### src/rtl/mux2_src_ctrl.sv
// Board-level stimulus source for mux2: two free-running square waves on a/b and
// a select line that toggles on each debounced press of an active-low key.
module mux2_src_ctrl #(
   parameter int A_HALF     = 10,
   parameter int B_HALF     = 20,
   parameter int DEB_CYCLES = 1000
) (
   input  logic sys_clk,
   input  logic sys_rst_n,
   input  logic key_in,
   output logic a,
   output logic b,
   output logic sl,
   output logic key_flag
);

   // state        | meaning
   // IDLE         | key released and stable
   // PRESS_WAIT   | key seen low, counting stable-low cycles
   // PRESSED      | press accepted, waiting for release
   // RELEASE_WAIT | key seen high, counting stable-high cycles
   typedef enum logic [1:0] {
      IDLE         = 2'd0,
      PRESS_WAIT   = 2'd1,
      PRESSED      = 2'd2,
      RELEASE_WAIT = 2'd3
   } state_t;

   localparam int AW = $clog2(A_HALF);
   localparam int BW = $clog2(B_HALF);
   localparam int DW = $clog2(DEB_CYCLES);

   localparam logic [AW-1:0] A_LAST = AW'(A_HALF - 1);
   localparam logic [BW-1:0] B_LAST = BW'(B_HALF - 1);
   // The edge that leaves IDLE/PRESSED is already the first stable sample, so the
   // wait state completes the DEB_CYCLES window one count early.
   localparam logic [DW-1:0] DEB_LAST = DW'(DEB_CYCLES - 2);

   logic [AW-1:0] cnt_a;
   logic [BW-1:0] cnt_b;
   logic [1:0]    key_sync;
   logic          key_s;
   state_t        state, state_nxt;
   logic [DW-1:0] deb_cnt, deb_nxt;
   logic          flag_nxt;

   always_ff @(posedge sys_clk) begin
      if (!sys_rst_n) begin
         cnt_a <= '0;
         a     <= 1'b0;
      end else if (cnt_a == A_LAST) begin
         cnt_a <= '0;
         a     <= ~a;
      end else begin
         cnt_a <= cnt_a + AW'(1);
      end
   end

   always_ff @(posedge sys_clk) begin
      if (!sys_rst_n) begin
         cnt_b <= '0;
         b     <= 1'b1;
      end else if (cnt_b == B_LAST) begin
         cnt_b <= '0;
         b     <= ~b;
      end else begin
         cnt_b <= cnt_b + BW'(1);
      end
   end

   always_ff @(posedge sys_clk) begin
      if (!sys_rst_n) begin
         key_sync <= 2'b11;
      end else begin
         key_sync <= {key_sync[0], key_in};
      end
   end

   assign key_s = key_sync[1];

   always_ff @(posedge sys_clk) begin
      if (!sys_rst_n) begin
         state    <= IDLE;
         deb_cnt  <= '0;
         key_flag <= 1'b0;
         sl       <= 1'b0;
      end else begin
         state    <= state_nxt;
         deb_cnt  <= deb_nxt;
         key_flag <= flag_nxt;
         sl       <= sl ^ flag_nxt;
      end
   end

   always_comb begin
      state_nxt = state;
      deb_nxt   = deb_cnt;
      flag_nxt  = 1'b0;
      case (state)
         IDLE: begin
            if (!key_s) begin
               state_nxt = PRESS_WAIT;
               deb_nxt   = '0;
            end
         end
         PRESS_WAIT: begin
            if (key_s) begin
               state_nxt = IDLE;
               deb_nxt   = '0;
            end else if (deb_cnt == DEB_LAST) begin
               state_nxt = PRESSED;
               deb_nxt   = '0;
               flag_nxt  = 1'b1;
            end else begin
               deb_nxt = deb_cnt + DW'(1);
            end
         end
         PRESSED: begin
            if (key_s) begin
               state_nxt = RELEASE_WAIT;
               deb_nxt   = '0;
            end
         end
         RELEASE_WAIT: begin
            if (!key_s) begin
               state_nxt = PRESSED;
               deb_nxt   = '0;
            end else if (deb_cnt == DEB_LAST) begin
               state_nxt = IDLE;
               deb_nxt   = '0;
            end else begin
               deb_nxt = deb_cnt + DW'(1);
            end
         end
         default: begin
            state_nxt = IDLE;
            deb_nxt   = '0;
         end
      endcase
   end

endmodule

### config.mk
export PLATFORM = sky130hd
export DESIGN_NAME = mux2_src_ctrl
export DESIGN_NICKNAME = d
export VERILOG_FILES = /design/src/rtl/mux2_src_ctrl.sv
export SDC_FILE = /design/constraint.sdc
export NUM_CORES = 1
export LEC_CHECK = 0
export BUFFER_PORTS_ARGS = -buffer_cell sky130_fd_sc_hd__buf_2
export CORE_ASPECT_RATIO = 0.75
export CORE_MARGIN = 1
export CORE_UTILIZATION = 58
export DETAILED_ROUTE_END_ITERATION = 10
export GPL_TIMING_DRIVEN = 1
export PLACE_DENSITY = 0.76
export SLEW_MARGIN = 5
export SYNTH_ARGS = -nofsm -noshare
export SYNTH_HDL_FRONTEND = slang
export SYNTH_SLANG_ARGS = --single-unit
### constraint.sdc
create_clock -name sys_clk -period 2.14 [get_ports sys_clk]
set_clock_uncertainty 0.05 [all_clocks]
set_input_delay 0.428 -clock sys_clk [delete_from_list [all_inputs] [get_ports sys_clk]]
set_output_delay 0.428 -clock sys_clk [all_outputs]
set_load 0.05 [all_outputs]
==> key figures <==
Status
  – Status: finished clean

GRT
  – First-pass GRT wire length: 3750 um
  – Largest net degree at the start of global routing: 32
  – Global router's overall resource usage: 0.205
  – Initial antenna violation count: 0
  – Vias in the first global route: 902
  – Total congestion overflow: 0

Critical path
  – Worst EP required: 2350 ps
  – Worst setup path endpoint: deb_cnt[5]
  – R2R Path Start: deb_cnt[0]
  – Reg2Reg Setup Slack: 340 ps
  – Arrival time at the worst endpoint: 2010 ps
  – Number of buffers and inverters on the critical path: 2
  – WP depth: 7
  – Crit-path cells: inv_1 > ha_1 > nor3b_2 > a311oi_4 > buf_4 > a41oi_1 > a31oi_1
  – Critical Path Max Stage Delay: 430 ps
  – Worst Setup Start Kind: flop
  – R2r endpoint: deb_cnt[5]
  – Worst setup EP type: flop
  – Top delay family on crit path: compound AO/OA/AOI/OAI gates
  – Crit Path Class: reg2reg
  – FF-to-FF path depth: 7
  – Top fanout value on the critical path: 15
  – Slowest-stage cell, CP: dfxtp_1
  – Crit path from: deb_cnt[0]

Die
  – Die Wd: 55.7 um
  – Initial Util: 0.623
  – CORE AREA: 2010 um2
  – Chip height: 42.3 um
  – IO Pins: 7
  – DIE AREA: 2360 um2
  – FP Rows: 14

Layout
  – Share of cells above drive strength 1: 0.103
  – Final #Nets: 154
  – Antenna diode count: 0
  – Fillcell total: 170
  – Final Util: 0.659
  – Fin area: 1330 um2
  – Synthesis-to-finish area growth: 5.78%

Synthesis
  – Synth top area cells: dfxtp_1, nand2_1, ha_1, a31oi_1, xor2_1
  – Post-synth EDFFs: 0
  – Synthesized area per cell: 9.09 um2
  – Syn Std Cell Area: 1250 um2
  – Yosys cell types: 33
  – Yosys warning count: 0
  – Asr flop ratio synth: 0
  – Most common cell in the netlist: dfxtp_1
  – Post-synth top area cell: dfxtp_1
  – Number of synthesized register bits: 27
  – Cells after Synth: 138
  – Part of the Yosys area used for sequential elements: 0.431
  – Post-synth top cells: dfxtp_1, nand2_1, a31oi_1, nor2_1
  – Top FF cell, synth: dfxtp_1
  – Yosys top cell area share: 0.431
  – Post-Syn Nets: 146

Routing
  – Residual DRC: 0
  – TritonRoute pass-1 iters: 4
  – DRT antenna net count: 0
  – DRT iter0 DRCs: 30
  – Detailed Route WL: 2110 um
  – WL per Instance: 12.5 um
  – Vias: 987
  – Avg Vias per Cell: 5.84

Timing
  – Max-slew violations: 0
  – Max Freq: 0.555 GHz
  – Endpoints failing setup: 0
  – RSZ-0062 raised after global routing: no
  – Min Tclk post-route: 1800 ps
  – Hold Fails Final Rpt: 0
  – Slew HR: 0.696
  – Final Cycle Share: 0.842
  – Worst-margin pin slew: 456 ps
  – Setup TNS: 0 ps

Min path
  – Hold Startpoint: key_in
  – HP Class: in2reg
  – Hold path depth: 2

Clocking
  – CTS Buf Count: 3
  – CTS Root Cell: clkbuf_4
  – Setup bufs post-CTS: 0
  – Post_cts resized: 0
  – H-tree levels: 1
  – Skew-Pair Late Insertion Delay: 330 ps
  – Clock buffer depth: 2
  – CTS sink count: 27
  – CTS tree: yes
  – CTS clk-pin slew, worst paths: 150 ps
  – Count of hold-fix buffers inserted at cts: 0

Power and ir drop
  – Leakage power: 0.479 nW
  – Pwr/cell area: 602 nW/um2
  – VDD IR-drop max: 0.519 mV

Placement
  – Placer Congestion: 0.780
  – Post-DP HPWL: 1510 um
  – Port bufs: 6
  – Placed Instance Area: 1300 um2

Run
  – Max_cap viols: 0
layout make-up:
type / instances / area (um2) / share of cell area
inverter: 6 / 22.5 / 0.0170
multi-input combinational: 101 / 667 / 0.502
clock buffer: 3 / 22.5 / 0.0170
timing repair buffer: 7 / 37.5 / 0.0283
sequential: 27 / 541 / 0.407
tap: 24 / 30.0 / 0.0226
clock inverter: 1 / 7.51 / 0.00566
metrics by stage:
| stage | power [mW] | hold WS [ps] | cells | setup WS [ps] |
|---|---|---|---|---|
| finish | 0.800 | 222 | 169 | 338 |
| global route | 0.838 | 238 | 169 | 144 |
| CTS | 0.811 | 212 | 169 | 323 |
| detailed placement | 0.589 | 352 | 165 | 356 |
| global placement | 0.586 | 348 | 165 | 414 |
| floorplan | 0.577 | 336 | 138 | 469 |
flip-flops by register name (all words and copies together), names as in the netlist, named ones only:
name      flops
state         1
b             1
key_sync      2
deb_cnt      10
sl            1
a             1
key_flag      1
cnt_a         4
cnt_b         5
power breakdown:
part	switching [mW]	total (mW)	internal (mW)
logic	0.0303	0.0514	0.0211
registers	0.0107	0.527	0.516
clock network	0.150	0.222	0.0716
per-layer routing:
layer	routed length (um)	GRT usage	up-vias
li1	-	-	501
met1	994	0.258	460
met2	954	0.335	22
met3	126	0.0710	4
met4	38	0.0650	0
met5	0	0	-
worst min path at each step:
stage,end,slack [ps]
after CTS,key_sync[0],210
after floorplan,key_sync[1],340
final,key_sync[0],220
after global routing,key_sync[0],240
after global placement,key_sync[1],350
after detailed placement,key_sync[1],350
logic make-up after synthesis:
kind of cell    Yosys count  share of synthesized area
simple gates             62                      0.273
flops                    27                      0.431
compound gates           24                      0.136
buf+inv                  10                     0.0379
xor+xnor                  7                     0.0489
fa+ha+maj                 5                     0.0499
mux                       3                     0.0239
placed cells by master (no fill, tap or decap):
cell type / instances
a21boi_0: 3
a21boi_1: 1
a21oi_1: 1
a22oi_1: 1
a311oi_4: 1
a31oi_1: 9
a41oi_1: 1
and2_1: 4
and3_1: 3
and4_1: 3
buf_2: 6
buf_4: 1
clkbuf_4: 3
clkinvlp_4: 1
dfxtp_1: 27
ha_1: 5
inv_1: 6
mux2i_1: 3
nand2_1: 18
nand2b_1: 3
nand3_1: 6
nand3b_1: 4
nand4_1: 3
nor2_1: 7
nor2b_1: 3
nor3_1: 2
nor3b_1: 2
nor3b_2: 2
o21ai_0: 6
o22ai_1: 1
or2_2: 1
or3_1: 1
xnor2_1: 2
xor2_1: 5
Power figures use the tool's default switching activity.
